$ cat config.mk
export PLATFORM = sky130hd
export DESIGN_NAME = m_inputgather_flat
export DESIGN_NICKNAME = d
export VERILOG_FILES = /design/src/rtl/m_inputgather_if.sv /design/src/rtl/m_inputgather.sv /design/src/flat_wrapper.sv
export SDC_FILE = /design/constraint.sdc
export NUM_CORES = 1
export LEC_CHECK = 0
export BUFFER_PORTS_ARGS = -buffer_cell sky130_fd_sc_hd__buf_4
export CAP_MARGIN = 20
export CORE_MARGIN = 2
export CORE_UTILIZATION = 31
export DETAILED_ROUTE_END_ITERATION = 6
export PLACE_DENSITY = 0.65
export SETUP_SLACK_MARGIN = 0.15
export SLEW_MARGIN = 20
export SYNTH_ARGS = -nofsm -noshare
export SYNTH_HDL_FRONTEND = slang
export SYNTH_SLANG_ARGS = --single-unit
$ cat constraint.sdc
create_clock -name clk -period 2.6 [get_ports clk]
set_input_delay 0.26 -clock clk [delete_from_list [all_inputs] [get_ports clk]]
set_output_delay 0.26 -clock clk [all_outputs]
set_load 0.02 [all_outputs]
$ cat src/rtl/m_inputgather_if.sv
// rtl/m_inputgather_if.sv - narrow external read-port bundle between m_inputgather and its slave
interface m_inputgather_if #(
    parameter int IWIDTH = 8
);
    logic              xSTB;
    logic [1:0]        lane;
    logic              ACK_I;
    logic [IWIDTH-1:0] DAT_I;

    modport master (
        output xSTB,
        output lane,
        input  ACK_I,
        input  DAT_I
    );

    modport slave (
        input  xSTB,
        input  lane,
        output ACK_I,
        output DAT_I
    );
endinterface

$ cat src/rtl/m_inputgather.sv
// rtl/m_inputgather.sv - 32-bit read-word gatherer and Di merge; optional M_INPUTGATHER_TIMEOUT_EN
module m_inputgather #(
    parameter int IWIDTH       = 8,
    parameter int SRAMADRWIDTH = 0,
    parameter int TIMEOUT      = 15
) (
    input  logic        clk,
    input  logic        RST_I,
    input  logic [31:0] DAT_O,
    input  logic [31:0] Dsram,
    input  logic [31:0] ADR_O,
    input  logic        sra_msb,
    input  logic        sa00,
    input  logic        STB_O,
    input  logic        sram_ack,
    input  logic [1:0]  mstat,
    input  logic [4:0]  ie,
    input  logic [4:0]  ip,
    m_inputgather_if.master bus,
    output logic        gack,
    output logic        sysregack,
    output logic        buserr,
    output logic [31:0] rDee,
    output logic [31:0] Di
);
    localparam int         NBEATS    = 32 / IWIDTH;
    localparam logic [1:0] LAST_LANE = 2'(NBEATS - 1);

    typedef enum logic [1:0] {
        S_IDLE = 2'd0,
        S_BEAT = 2'd1,
        S_DONE = 2'd2
    } state_t;

    state_t      state_q, state_d;
    logic [1:0]  lane_q, lane_d;
    logic        xstb_q, xstb_d;
    logic        gack_q, gack_d;
    logic        buserr_q, buserr_d;
    logic [31:0] rdee_q, rdee_d;
    logic        sa00mod_q, sa00mod_d;
    logic [31:0] sysreg_word;
    logic [31:0] shadr;
    logic        sram_hit;
    logic        gather_cap;
    logic        unused_ok;

`ifdef M_INPUTGATHER_TIMEOUT_EN
    localparam int CW = $clog2(TIMEOUT + 1);
    logic [CW-1:0] cnt_q, cnt_d;
    assign unused_ok = &{1'b0, ADR_O[0]};
`else
    assign unused_ok = &{1'b0, ADR_O[0], (TIMEOUT > 0)};
`endif

    // Interrupt bits share one layout for MIP and MIE.
    function automatic logic [31:0] irq_word(input logic [4:0] v);
        logic [31:0] w;
        w     = '0;
        w[17] = v[4];
        w[16] = v[3];
        w[11] = v[2];
        w[7]  = v[1];
        w[3]  = v[0];
        return w;
    endfunction

    assign sysregack = STB_O & (ADR_O[29:28] != 2'b00);
    assign shadr     = {sra_msb, ADR_O[31:1]};
    assign sram_hit  = (SRAMADRWIDTH != 0) && sram_ack;

    // Select the system register addressed by ADR_O[29:28].
    always_comb begin
        sysreg_word = '0;
        case (ADR_O[29:28])
            2'b01:   sysreg_word = irq_word(ip);
            2'b10:   sysreg_word = irq_word(ie);
            2'b11:   sysreg_word = {19'd0, 2'b11, 3'd0, mstat[1], 3'd0, mstat[0], 3'd0};
            default: sysreg_word = '0;
        endcase
    end

    // Gather FSM next state plus read-word capture with gather > sysreg > SRAM priority.
    always_comb begin
        state_d    = state_q;
        lane_d     = lane_q;
        gack_d     = 1'b0;
        buserr_d   = 1'b0;
        rdee_d     = rdee_q;
        gather_cap = 1'b0;
`ifdef M_INPUTGATHER_TIMEOUT_EN
        cnt_d      = cnt_q;
`endif
        case (state_q)
            S_IDLE: begin
                if (STB_O && (ADR_O[29:28] == 2'b00)) begin
                    state_d = S_BEAT;
                    lane_d  = 2'd0;
`ifdef M_INPUTGATHER_TIMEOUT_EN
                    cnt_d   = '0;
`endif
                end
            end
            S_BEAT: begin
                if (bus.ACK_I) begin
                    gather_cap = 1'b1;
                    rdee_d[int'(lane_q)*IWIDTH +: IWIDTH] = bus.DAT_I;
`ifdef M_INPUTGATHER_TIMEOUT_EN
                    cnt_d = '0;
`endif
                    if (lane_q == LAST_LANE) begin
                        state_d = S_DONE;
                        gack_d  = 1'b1;
                    end else begin
                        lane_d = lane_q + 2'd1;
                    end
                end
`ifdef M_INPUTGATHER_TIMEOUT_EN
                else if (cnt_q == CW'(TIMEOUT)) begin
                    // Slave went silent: current and later lanes read as all-ones.
                    gather_cap = 1'b1;
                    for (int b = 0; b < NBEATS; b++) begin
                        if (b >= int'(lane_q)) begin
                            rdee_d[b*IWIDTH +: IWIDTH] = '1;
                        end
                    end
                    buserr_d = 1'b1;
                    gack_d   = 1'b1;
                    state_d  = S_DONE;
                end else begin
                    cnt_d = cnt_q + CW'(1);
                end
`endif
            end
            S_DONE: begin
                // Wait for the core to drop its strobe so a held STB_O cannot re-trigger.
                if (!STB_O) begin
                    state_d = S_IDLE;
                    lane_d  = 2'd0;
                end
            end
            default: begin
                state_d = S_IDLE;
                lane_d  = 2'd0;
            end
        endcase

        if (!gather_cap) begin
            if ((state_q == S_IDLE) && sysregack) begin
                rdee_d = sysreg_word;
            end else if (sram_hit) begin
                rdee_d = Dsram;
            end
        end

        xstb_d    = (state_d == S_BEAT);
        sa00mod_d = gack_q | sram_ack | sysregack | sa00;
    end

    // State, capture and merge-select registers.
    always_ff @(posedge clk) begin
        if (RST_I) begin
            state_q   <= S_IDLE;
            lane_q    <= 2'd0;
            xstb_q    <= 1'b0;
            gack_q    <= 1'b0;
            buserr_q  <= 1'b0;
            rdee_q    <= '0;
            sa00mod_q <= 1'b0;
`ifdef M_INPUTGATHER_TIMEOUT_EN
            cnt_q     <= '0;
`endif
        end else begin
            state_q   <= state_d;
            lane_q    <= lane_d;
            xstb_q    <= xstb_d;
            gack_q    <= gack_d;
            buserr_q  <= buserr_d;
            rdee_q    <= rdee_d;
            sa00mod_q <= sa00mod_d;
`ifdef M_INPUTGATHER_TIMEOUT_EN
            cnt_q     <= cnt_d;
`endif
        end
    end

    assign bus.xSTB = xstb_q;
    assign bus.lane = lane_q;
    assign gack     = gack_q;
    assign buserr   = buserr_q;
    assign rDee     = rdee_q;
    assign Di       = sa00mod_q ? ((DAT_O & rdee_q) | (~DAT_O & shadr)) : DAT_O;
endmodule
$ cat src/flat_wrapper.sv
// flat-port wrapper written by rule: the top's interface ports become plain ports
module m_inputgather_flat 
#(
    parameter int IWIDTH       = 8,
    parameter int SRAMADRWIDTH = 0,
    parameter int TIMEOUT      = 15
)
  (clk, RST_I, DAT_O, Dsram, ADR_O, sra_msb, sa00, STB_O, sram_ack, mstat, ie, ip, gack, sysregack, buserr, rDee, Di, bus_xSTB, bus_lane, bus_ACK_I, bus_DAT_I);
  m_inputgather_if #(.IWIDTH(IWIDTH)) bus_i ();
  input  logic clk;
  input  logic RST_I;
  input  logic [31:0] DAT_O;
  input  logic [31:0] Dsram;
  input  logic [31:0] ADR_O;
  input  logic sra_msb;
  input  logic sa00;
  input  logic STB_O;
  input  logic sram_ack;
  input  logic [1:0] mstat;
  input  logic [4:0] ie;
  input  logic [4:0] ip;
  output logic gack;
  output logic sysregack;
  output logic buserr;
  output logic [31:0] rDee;
  output logic [31:0] Di;
  output wire logic [$bits(bus_i.xSTB)-1:0] bus_xSTB;
  output wire logic [$bits(bus_i.lane)-1:0] bus_lane;
  input wire logic [$bits(bus_i.ACK_I)-1:0] bus_ACK_I;
  input wire logic [$bits(bus_i.DAT_I)-1:0] bus_DAT_I;
  assign bus_xSTB = bus_i.xSTB;
  assign bus_lane = bus_i.lane;
  assign bus_i.ACK_I = bus_ACK_I;
  assign bus_i.DAT_I = bus_DAT_I;
  m_inputgather #(.IWIDTH(IWIDTH), .SRAMADRWIDTH(SRAMADRWIDTH), .TIMEOUT(TIMEOUT)) u_core (.clk(clk), .RST_I(RST_I), .DAT_O(DAT_O), .Dsram(Dsram), .ADR_O(ADR_O), .sra_msb(sra_msb), .sa00(sa00), .STB_O(STB_O), .sram_ack(sram_ack), .mstat(mstat), .ie(ie), .ip(ip), .bus(bus_i), .gack(gack), .sysregack(sysregack), .buserr(buserr), .rDee(rDee), .Di(Di));
endmodule
======== Yosys cells after proc, flatten, opt, wreduce, memory -nomap -nowiden ========
Cells that the tools add are included.
cells by class
  reductions and logical operators ........ 7
  equality and inequality tests ........... 11
  bitwise logic cells ..................... 10
  mux-type cells .......................... 20
  shift operators ......................... 2
  add/sub/neg operators ................... 2
operators by type and width
  kind                                                                     number
  32-bit 2-to-1 mux                                                        5
  32-bit AND                                                               2
  18-bit case mux with 3 select lines                                      1
  5-bit negation with 33-bit output                                        1
  8-bit by 33-bit variable shift with 32-bit output, first input constant  1
  8-bit by 33-bit variable part select with 32-bit output                  1
  32-bit bitwise mux                                                       1
  32-bit NOT                                                               1
  32-bit OR                                                                1
  2-bit 2-to-1 mux                                                         8
  2-bit case mux with 3 select lines                                       2
  2-bit == test, second input constant                                     4
  2-bit by 1-bit == test with 1-bit output, second input constant          3
  2-bit != test, second input constant                                     3
  2-bit zero test                                                          2
  4-bit AND reduction                                                      1
  1-bit 2-to-1 mux                                                         3
  1-bit OR                                                                 3
  3-bit OR reduction                                                       1
  2-bit by 1-bit adder with 2-bit output, second input constant            1
  1-bit logical AND                                                        2
  2-bit by 1-bit != test with 1-bit output, second input constant          1
  1-bit NOT                                                                2
  2-bit nonzero test                                                       1
  1-bit AND                                                                1
storage, ports and cells
  word-level logic and storage cells ...... 58
  bits of input ports ..................... 123
  flip-flop bits (word level) ............. 39
  output and inout bits ................... 70

======== Longest topological paths before layout ========
Gate-level depths: netlist (run 1).
  word-level depth ........................ 7
  gate-level depth with buffers ........... 8
  depth with buffers taken out ............ 6

======== Worst setup path after synthesis (run 1) ========
No wires, ideal clock.
  path kind ............................... register to register
  from .................................... register u_core.lane_q[0] (netlist: u_core.bus.lane[0])
  to ...................................... register u_core.rdee_q[12] (netlist: u_core.rDee[12])
  required time ........................... 2.521 ns
  setup time .............................. 0.079 ns
  buffers on the path ..................... 1
  setup slack ............................. 0.525 ns
  arrival time ............................ 1.995 ns
  clock period less this slack ............ 2.075 ns
  cell stages (with the launch flop) ...... 8
  cell sequence ........................... dfxtp_1 > inv_1 > ha_1 > clkbuf_1 > nand2_1 > nor4_4 > a221oi_2 > a211oi_2
on the way
  cells in the longest elaborated chain, start to end .. 7
  elaborated cells between the ends (all ways) .. 8
  those cells by class .................... add/sub (1); shift (2); mux (5)
RTL lines
  item                                                                                                                          RTL line              RTL
  from (decl)                                                                                                                   m_inputgather.sv:36   logic [1:0] lane_q, lane_d;
  from (signal assigned)                                                                                                        m_inputgather.sv:175  lane_q <= lane_d;
  5-bit negation with 33-bit output *                                                                                           m_inputgather.sv:107  rdee_d[int'(lane_q)*IWIDTH +: IWIDTH] = bus.DAT_I;
  8-bit by 33-bit variable part select with 32-bit output or 8-bit by 33-bit variable shift with 32-bit output (tied branches)  m_inputgather.sv:107
  32-bit bitwise mux *                                                                                                          m_inputgather.sv:107
  32-bit 2-to-1 mux *                                                                                                           m_inputgather.sv:105  if (bus.ACK_I) begin
  32-bit 2-to-1 mux *                                                                                                           m_inputgather.sv:94   case (state_q)
  32-bit 2-to-1 mux                                                                                                             m_inputgather.sv:149  if ((state_q == S_IDLE) && sysregack) begin
  32-bit 2-to-1 mux *                                                                                                           m_inputgather.sv:148  if (!gather_cap) begin
  to (signal assigned)                                                                                                          m_inputgather.sv:179  rdee_q <= rdee_d;
  to (decl)                                                                                                                     m_inputgather.sv:40   logic [31:0] rdee_q, rdee_d;
Every way passes the cells marked *; elsewhere a longest branch is shown, timed or not.
A chain may end at the register's enable or synchronous reset.

======== Final worst setup path (run 1) ========
Ends and elaborated chain as after synthesis.

==> key figures, run 1 <==
Die
  – DIE AREA: 8300 µm²
  – Die height: 91.1 µm
  – Core area: 7290 µm²
  – Initial Util: 0.322
  – FP Rows: 31
  – # IOs: 193
  – Die Wd: 91.1 µm

Yosys
  – Largest cells by area after synthesis: dfxtp_1, a21oi_1, a31oi_1, inv_1, a22oi_1
  – Syn avg cell area: 7.97 µm²
  – Top cell type's share of synthesized area: 0.332
  – Post-synth net total: 424
  – Most frequent cell after synthesis: a21oi_1
  – YS warnings: 0
  – Main synth FF type: dfxtp_1
  – Post-Syn Area: 2350 µm²
  – EDFF count, synth: 0
  – Synth cell count leaders: a21oi_1, dfxtp_1, inv_1
  – Post-synthesis cell type count: 42
  – Synth async-reset ratio: 0
  – Register area share after synthesis: 0.332
  – Yosys reg bits: 39
  – Synth Instances: 295
  – Biggest area consumer among synthesized cells: dfxtp_1

Route
  – Final ANT Viol Nets: 0
  – Via count: 2,703
  – Initial DRC Count: 86
  – WL/cell: 14.4 µm
  – # DRC: 0
  – First-pass iteration count of the detailed router: 4
  – Vias per cell: 4.99
  – Total routed wirelength: 7.81 mm

Timing
  – Relative slew slack: 0.582
  – Pins over their slew limit: 0
  – Worst-Margin Slew: 0.625 ns
  – Final worst-path cycle share: 0.844
  – RSZ-0062 raised after global routing: no
  – Final WS setup: 0.406 ns
  – Final Hold Viols: 0
  – Final Skew: 0.00152 ns
  – Final Critical Period: 2.19 ns
  – FMAX: 456 MHz
  – Final setup viols: 0
  – Setup TNS: 0 ns

Clock network
  – Setup Buffers After CTS: 0
  – CTS tree: done
  – Cts hold-fix bufs: 0
  – Max clock buf depth: 2
  – Clk slew on worst S/H paths: 0.07 ns
  – Clk_lat worst skew: 0.29 ns
  – Post-CTS resize count: 0
  – TritonCTS Buffers: 5
  – CTS H-Tree Depth: 2
  – Root Driver: clkbuf_8
  – Sink Count: 39

Power and ir drop
  – Combinational share of power: 0.303
  – Sequential power share: 0.422
  – Max VDD drop: 0.000200 V
  – Pleak: 1.59 nW
  – Pwr dens: 406 nW/µm²
  – Net Sw Power: 0.000452 W
  – Internal power: 0.00103 W
  – Clock network power share: 0.275
  – Sw Share: 0.304

Hold path
  – HP Class: primary input to flip-flop

Critical path
  – Startpoint types: flip-flop
  – R2r setup slk: 0.41 ns
  – Critical path arrival: 2.41 ns
  – Kind of critical path: flip-flop to flip-flop
  – Crit path capture type: flip-flop
  – Max Fanout on Critical Path: 11
  – CP required: 2.82 ns

Global routing
  – First-pass GRT wire length: 12.1 mm
  – Largest net degree at the start of global routing: 65
  – GR Util All Layers: 0.180
  – Gr ovfl total: 0
  – Initial antenna violation count: 0
  – Vias in the first global route: 2,406

Cells and area
  – Layout cell share with drive strength beyond 1: 0.411
  – Non-Filler Instances: 542
  – Diodes inserted: 0
  – Nets: 572
  – Layout area overhead: 55.6%
  – Util after Layout: 0.502
  – FILL cells: 721
  – Cell area after layout: 3660 µm²

Flow run
  – Max-cap viol count: 0

Run status
  – Status: finished clean

Place
  – PortBufs: 158
  – Post-Place Cell Area: 3570 µm²
  – GP Congestion: 0.808
  – Worst slack, placed: 0.430 ns
  – Hpwl dp: 6.19 mm
  – Placed Cells: 535
[layout make-up]
class	instances	area, µm²	area share
flip-flops and latches	39	782	0.214
inverters	37	139	0.0380
repair buffers	162	1220	0.332
well taps	99	124	0.0339
clock buffers	6	82.6	0.0226
clock inverters	1	5.00	0.00137
multi-input cells	198	1310	0.358
[layout by cell type, fill, tap and decap left out, types with 2 or more instances in the layout]
master,instances
a221oi_1,7
mux2_2,2
nand2b_1,3
nor4b_2,2
nor4bb_1,2
nand3_1,8
a211oi_1,2
inv_1,37
a31oi_1,32
ha_1,6
nor2_1,26
buf_4,162
a21oi_1,45
nor4_4,2
nor2b_1,4
a41oi_1,2
or2_1,2
nand2_1,11
a22oi_1,17
nand4_1,2
dfxtp_1,38
nor3_1,5
clkbuf_8,6
nand4b_4,3
[metrics by stage]
step / hold WS [ns] / total power, W
detailed placement: 0.464 / 0.00109
global route: 0.248 / 0.00155
global placement: 0.465 / 0.00109
finish: 0.239 / 0.00148
CTS: 0.233 / 0.00150
floorplan: 0.332 / 0.000862
[worst max-delay path: stages (launching register included)]
cell,delay [ns]
dfxtp_1,0.56
inv_1,0.22
ha_1,0.51
nand2_1,0.14
nor4_4,0.38
a221oi_2,0.11
a211oi_2,0.20
[power groups by stage]
stage	combinational, W	sequential, W	clock [W]
floorplan	0.000215	0.000647	0
detailed placement	0.000452	0.000640	0
global route	0.000485	0.000628	0.000441
global placement	0.000446	0.000639	0
CTS	0.000453	0.000626	0.000418
finish	0.000449	0.000626	0.000409
[cells by family after synthesis]
kind of cell / synth area share
AO/OA/AOI/OAI: 0.303
AND/OR/NAND/NOR: 0.206
buffers and inverters: 0.111
flip-flops: 0.332
adder cells (fa/ha/maj): 0.0319
multiplexers: 0.0138
other: 0.00160
[flip-flops by register name (all words and copies together), names as in the netlist]
register / cells
u_core.gack: 1
u_core.bus.lane: 2
u_core.sa00mod_q: 1
u_core.bus.xSTB: 1
u_core.state_q: 2
u_core.rDee: 32
[path summary, 6_finish.rpt]
kind	startpoint	to	depth (start not counted)
setup / recovery	u_core.bus.lane[0]	u_core.rDee[12]	6
hold / removal	RST_I	u_core.rDee[12]	2
setup reg to reg	u_core.bus.lane[0]	u_core.rDee[12]	6
hold reg to reg	u_core.rDee[1]	u_core.rDee[1]	2
[per-layer routing]
| layer | GRT usage | wire length, µm | vias up |
|---|---|---|---|
| met1 | 0.224 | 3260 | 1236 |
| met5 | 0 | 0 | - |
| met3 | 0.0415 | 522 | 5 |
| met2 | 0.317 | 3980 | 89 |
| met4 | 0.0417 | 51 | 0 |
| li1 | - | - | 1373 |
No activity file was read; power rests on OpenSTA's default activity.
==> inputs of run 2 (changes only) <==
- ABC_AREA: unset -> 1
- PLACE_DENSITY: 0.65 -> 0.63
- clock period: 2.6 -> 2.1 ns (I/O delays scaled with it)
==> key figures, run 2 <==
Power and ir drop
  – Max VDD drop: 0.000249 V (+25%)
  – Pleak: 1.81 nW (+14%)
  – Pwr dens: 544 nW/µm² (+34%)
  – Combinational share of power: 0.298 (-0.005)
  – Internal power: 0.00151 W (+47%)
  – Pwr Total: 0.00216 W (+46%)
  – Net Sw Power: 0.000651 W (+44%)
  – Sequential power share: 0.359 (-0.063)
  – Sw Share: 0.301 (-0.00343)
  – Clock network power share: 0.344 (+0.069)

Route
  – # DRC: 0 (unchanged)
  – Routed met1 length: 3.78 mm (+16%)
  – WL/cell: 13.3 µm (-8.0%)
  – Total routed wirelength: 8.62 mm (+10%)
  – Top sig layer: met4
  – Final ANT Viol Nets: 0 (unchanged)
  – Vias per cell: 4.72 (-5.4%)
  – WL met3: 673 µm (+29%)
  – Metal2 WL: 4.05 mm (+1.7%)
  – Via count: 3,067 (+13%)
  – First-pass iteration count of the detailed router: 4 (unchanged)
  – Initial DRC Count: 137 (+59%)

Global routing
  – GR Util All Layers: 0.187 (+0.00632)
  – Largest net degree at the start of global routing: 35 (-46%)
  – Vias in the first global route: 2,834 (+18%)
  – First-pass GRT wire length: 13.3 mm (+9.7%)
  – Gr ovfl total: 0 (unchanged)
  – Initial antenna violation count: 0 (unchanged)

Cells and area
  – Util after Layout: 0.487 (-0.0146)
  – Commonest non-fill, non-tap cell in the layout: buf_4
  – Diodes inserted: 0 (unchanged)
  – Layout area overhead: 53.1%
  – Nets: 673 (+18%)
  – Max reg flops: 32 (unchanged)
  – Footprint of the multi-input gates: 1590 µm² (+21%)
  – FILL cells: 816 (+13%)
  – Register area: 781 µm² (-0.16%)
  – Commonest non-fill, non-tap cells in the layout: buf_4, nand2_1, o21ai_0
  – Cell area after layout: 3980 µm² (+8.9%)
  – Layout cell share with drive strength beyond 1: 0.389 (-0.0218)

Timing
  – Relative slew slack: 0.591 (+0.00900)
  – Final Skew: 0.00480 ns (+0.00328 ns)
  – Final Critical Period: 1.79 ns (-0.401 ns)
  – Final worst-path cycle share: 0.854 (+0.00981)
  – Final Hold Viols: 0 (unchanged)
  – Final setup viols: 0 (unchanged)
  – FMAX: 558 MHz (+22%)
  – Worst-Margin Slew: 0.611 ns (-0.0141 ns)
  – Setup TNS: 0 ns (unchanged)
  – Pins over their slew limit: 0 (unchanged)
  – RSZ-0062 raised after global routing: no

Clock network
  – Root Driver: clkbuf_8
  – Clk slew on worst S/H paths: 0.08 ns (about the same)
  – Sink Count: 39 (unchanged)
  – TritonCTS Buffers: 5 (unchanged)
  – Clk_lat worst skew: 0.29 ns (about the same)
  – CTS H-Tree Depth: 2 (unchanged)
  – Cts hold-fix bufs: 0 (unchanged)
  – Max clock buf depth: 2 (unchanged)
  – CTS tree: done

Critical path
  – Critical path arrival: 2.03 ns (-0.38 ns)
  – Max Fanout on Critical Path: 8 (-3)
  – Startpoint types: flip-flop
  – Kind of critical path: flip-flop to flip-flop
  – Reg2Reg Launch Point: u_core.bus.lane[1]
  – CP startpoint: u_core.bus.lane[1]
  – CP required: 2.33 ns (-0.49 ns)
  – Crit path capture type: flip-flop

Place
  – Hpwl dp: 6.75 mm (+9.0%)
  – GP Congestion: 0.820 (+1.4%)
  – PortBufs: 158 (unchanged)
  – Post-Place Cell Area: 3840 µm² (+7.5%)

Yosys
  – Most frequent cell after synthesis: nand2_1
  – EDFF count, synth: 0 (unchanged)
  – Syn avg cell area: 6.69 µm² (-16%)
  – Yosys reg bits: 39 (unchanged)
  – Post-Syn Area: 2600 µm² (+11%)
  – Post-synthesis cell type count: 29 (-31%)
  – YS warnings: 0 (unchanged)
  – Main synth FF type: dfxtp_1
  – Synth Instances: 389 (+32%)
  – Synth cell count leaders: nand2_1, o21ai_0, dfxtp_1
  – Post-synth net total: 518 (+22%)
  – Top cell type's share of synthesized area: 0.300 (-0.0319)
  – Register area share after synthesis: 0.300 (-0.0319)
  – Largest cells by area after synthesis: dfxtp_1, nand2_1, o21ai_0, a21oi_2, nor2_1
  – Synth async-reset ratio: 0 (unchanged)
  – Biggest area consumer among synthesized cells: dfxtp_1

Die
  – DIE AREA: 9140 µm² (+10%)
  – Die Wd: 95.6 µm (+5.0%)
  – Core area: 8180 µm² (+12%)
  – FP Rows: 33 (+6.5%)
  – Initial Util: 0.318 (-0.00423)
  – # IOs: 193 (unchanged)
  – Die height: 95.6 µm (+5.0%)

Flow run
  – Max-cap viol count: 0 (unchanged)

Hold path
  – Hold path start: RST_I
  – HP Class: primary input to flip-flop

Run status
  – Status: finished clean
-- run 2: cell count changes after synthesis, sizes merged, moves of 17 or more --
| cell | before | now |
|---|---|---|
| a22oi | 17 | 0 |
| a31oi | 32 | 4 |
| nand2 | 11 | 117 |
| nand3 | 8 | 26 |
| nor2 | 26 | 46 |
| o21ai | 2 | 58 |
-- run 2: stage by stage --
stage	hold WS (ns)	setup slack, ns	instances
3_5_place_dp	0.420	0.343	641
2_1_floorplan	0.279	0.379	389
5_1_grt	0.118	0.197	650
4_1_cts	0.106	0.238	649
3_3_place_gp	0.418	0.409	641
6_report	0.109	0.307	650
-- run 2: final timing paths --
kind / to / slack, ns / cells past startpoint
hold reg to reg: u_core.rDee[0] / 0.48 / 2
setup reg to reg: u_core.rDee[26] / 0.31 / 5
hold / removal: u_core.state_q[1] / 0.11 / 2
setup / recovery: u_core.rDee[26] / 0.31 / 5
-- run 2: power by group through the flow --
stage          sequential [W]  combinational [W]  clock [W]
6_report             0.000777           0.000644   0.000744
5_1_grt              0.000780           0.000709   0.000789
4_1_cts              0.000776           0.000645   0.000756
3_5_place_dp         0.000793           0.000642          0
3_3_place_gp         0.000793           0.000636          0
2_1_floorplan        0.000808           0.000333          0
-- run 2: metal layers --
metal,vias up,GRT usage
met5,-,0
met3,10,0.0324
met4,0,0.0500
li1,1597,-
met2,117,0.321
met1,1343,0.240
-- run 2: cell type report --
type	instances	share of cell area
inverter	32	0.0327
sequential	39	0.196
timing repair buffer	162	0.305
multi-input combinational	304	0.400
clock buffer	6	0.0182
tap	105	0.0330
clock inverter	2	0.0151
-- run 2: worst max-delay path: stages, from the launching register on --
cell	delay, ns
dfxtp_1	0.44
inv_1	0.12
ha_1	0.33
nor2_1	0.50
nand3_1	0.19
a21oi_2	0.15
-- run 2: cell families (layout without fill, tap and decap cells) --
kind of cell,count (synthesis),after routing,share of synthesized area
and+or+nand+nor,195,195,0.352
AOI/OAI and AO/OA,102,102,0.229
buffers and inverters,46,202,0.0880
DFF,39,39,0.300
adders and majority gates,6,6,0.0289
other,1,1,0.00144
-- run 2: timing repair --
item                                    4_1_cts  5_1_grt
resized for setup                             0        1
buffers inserted                              0        1
endpoints found under the setup margin        0       19
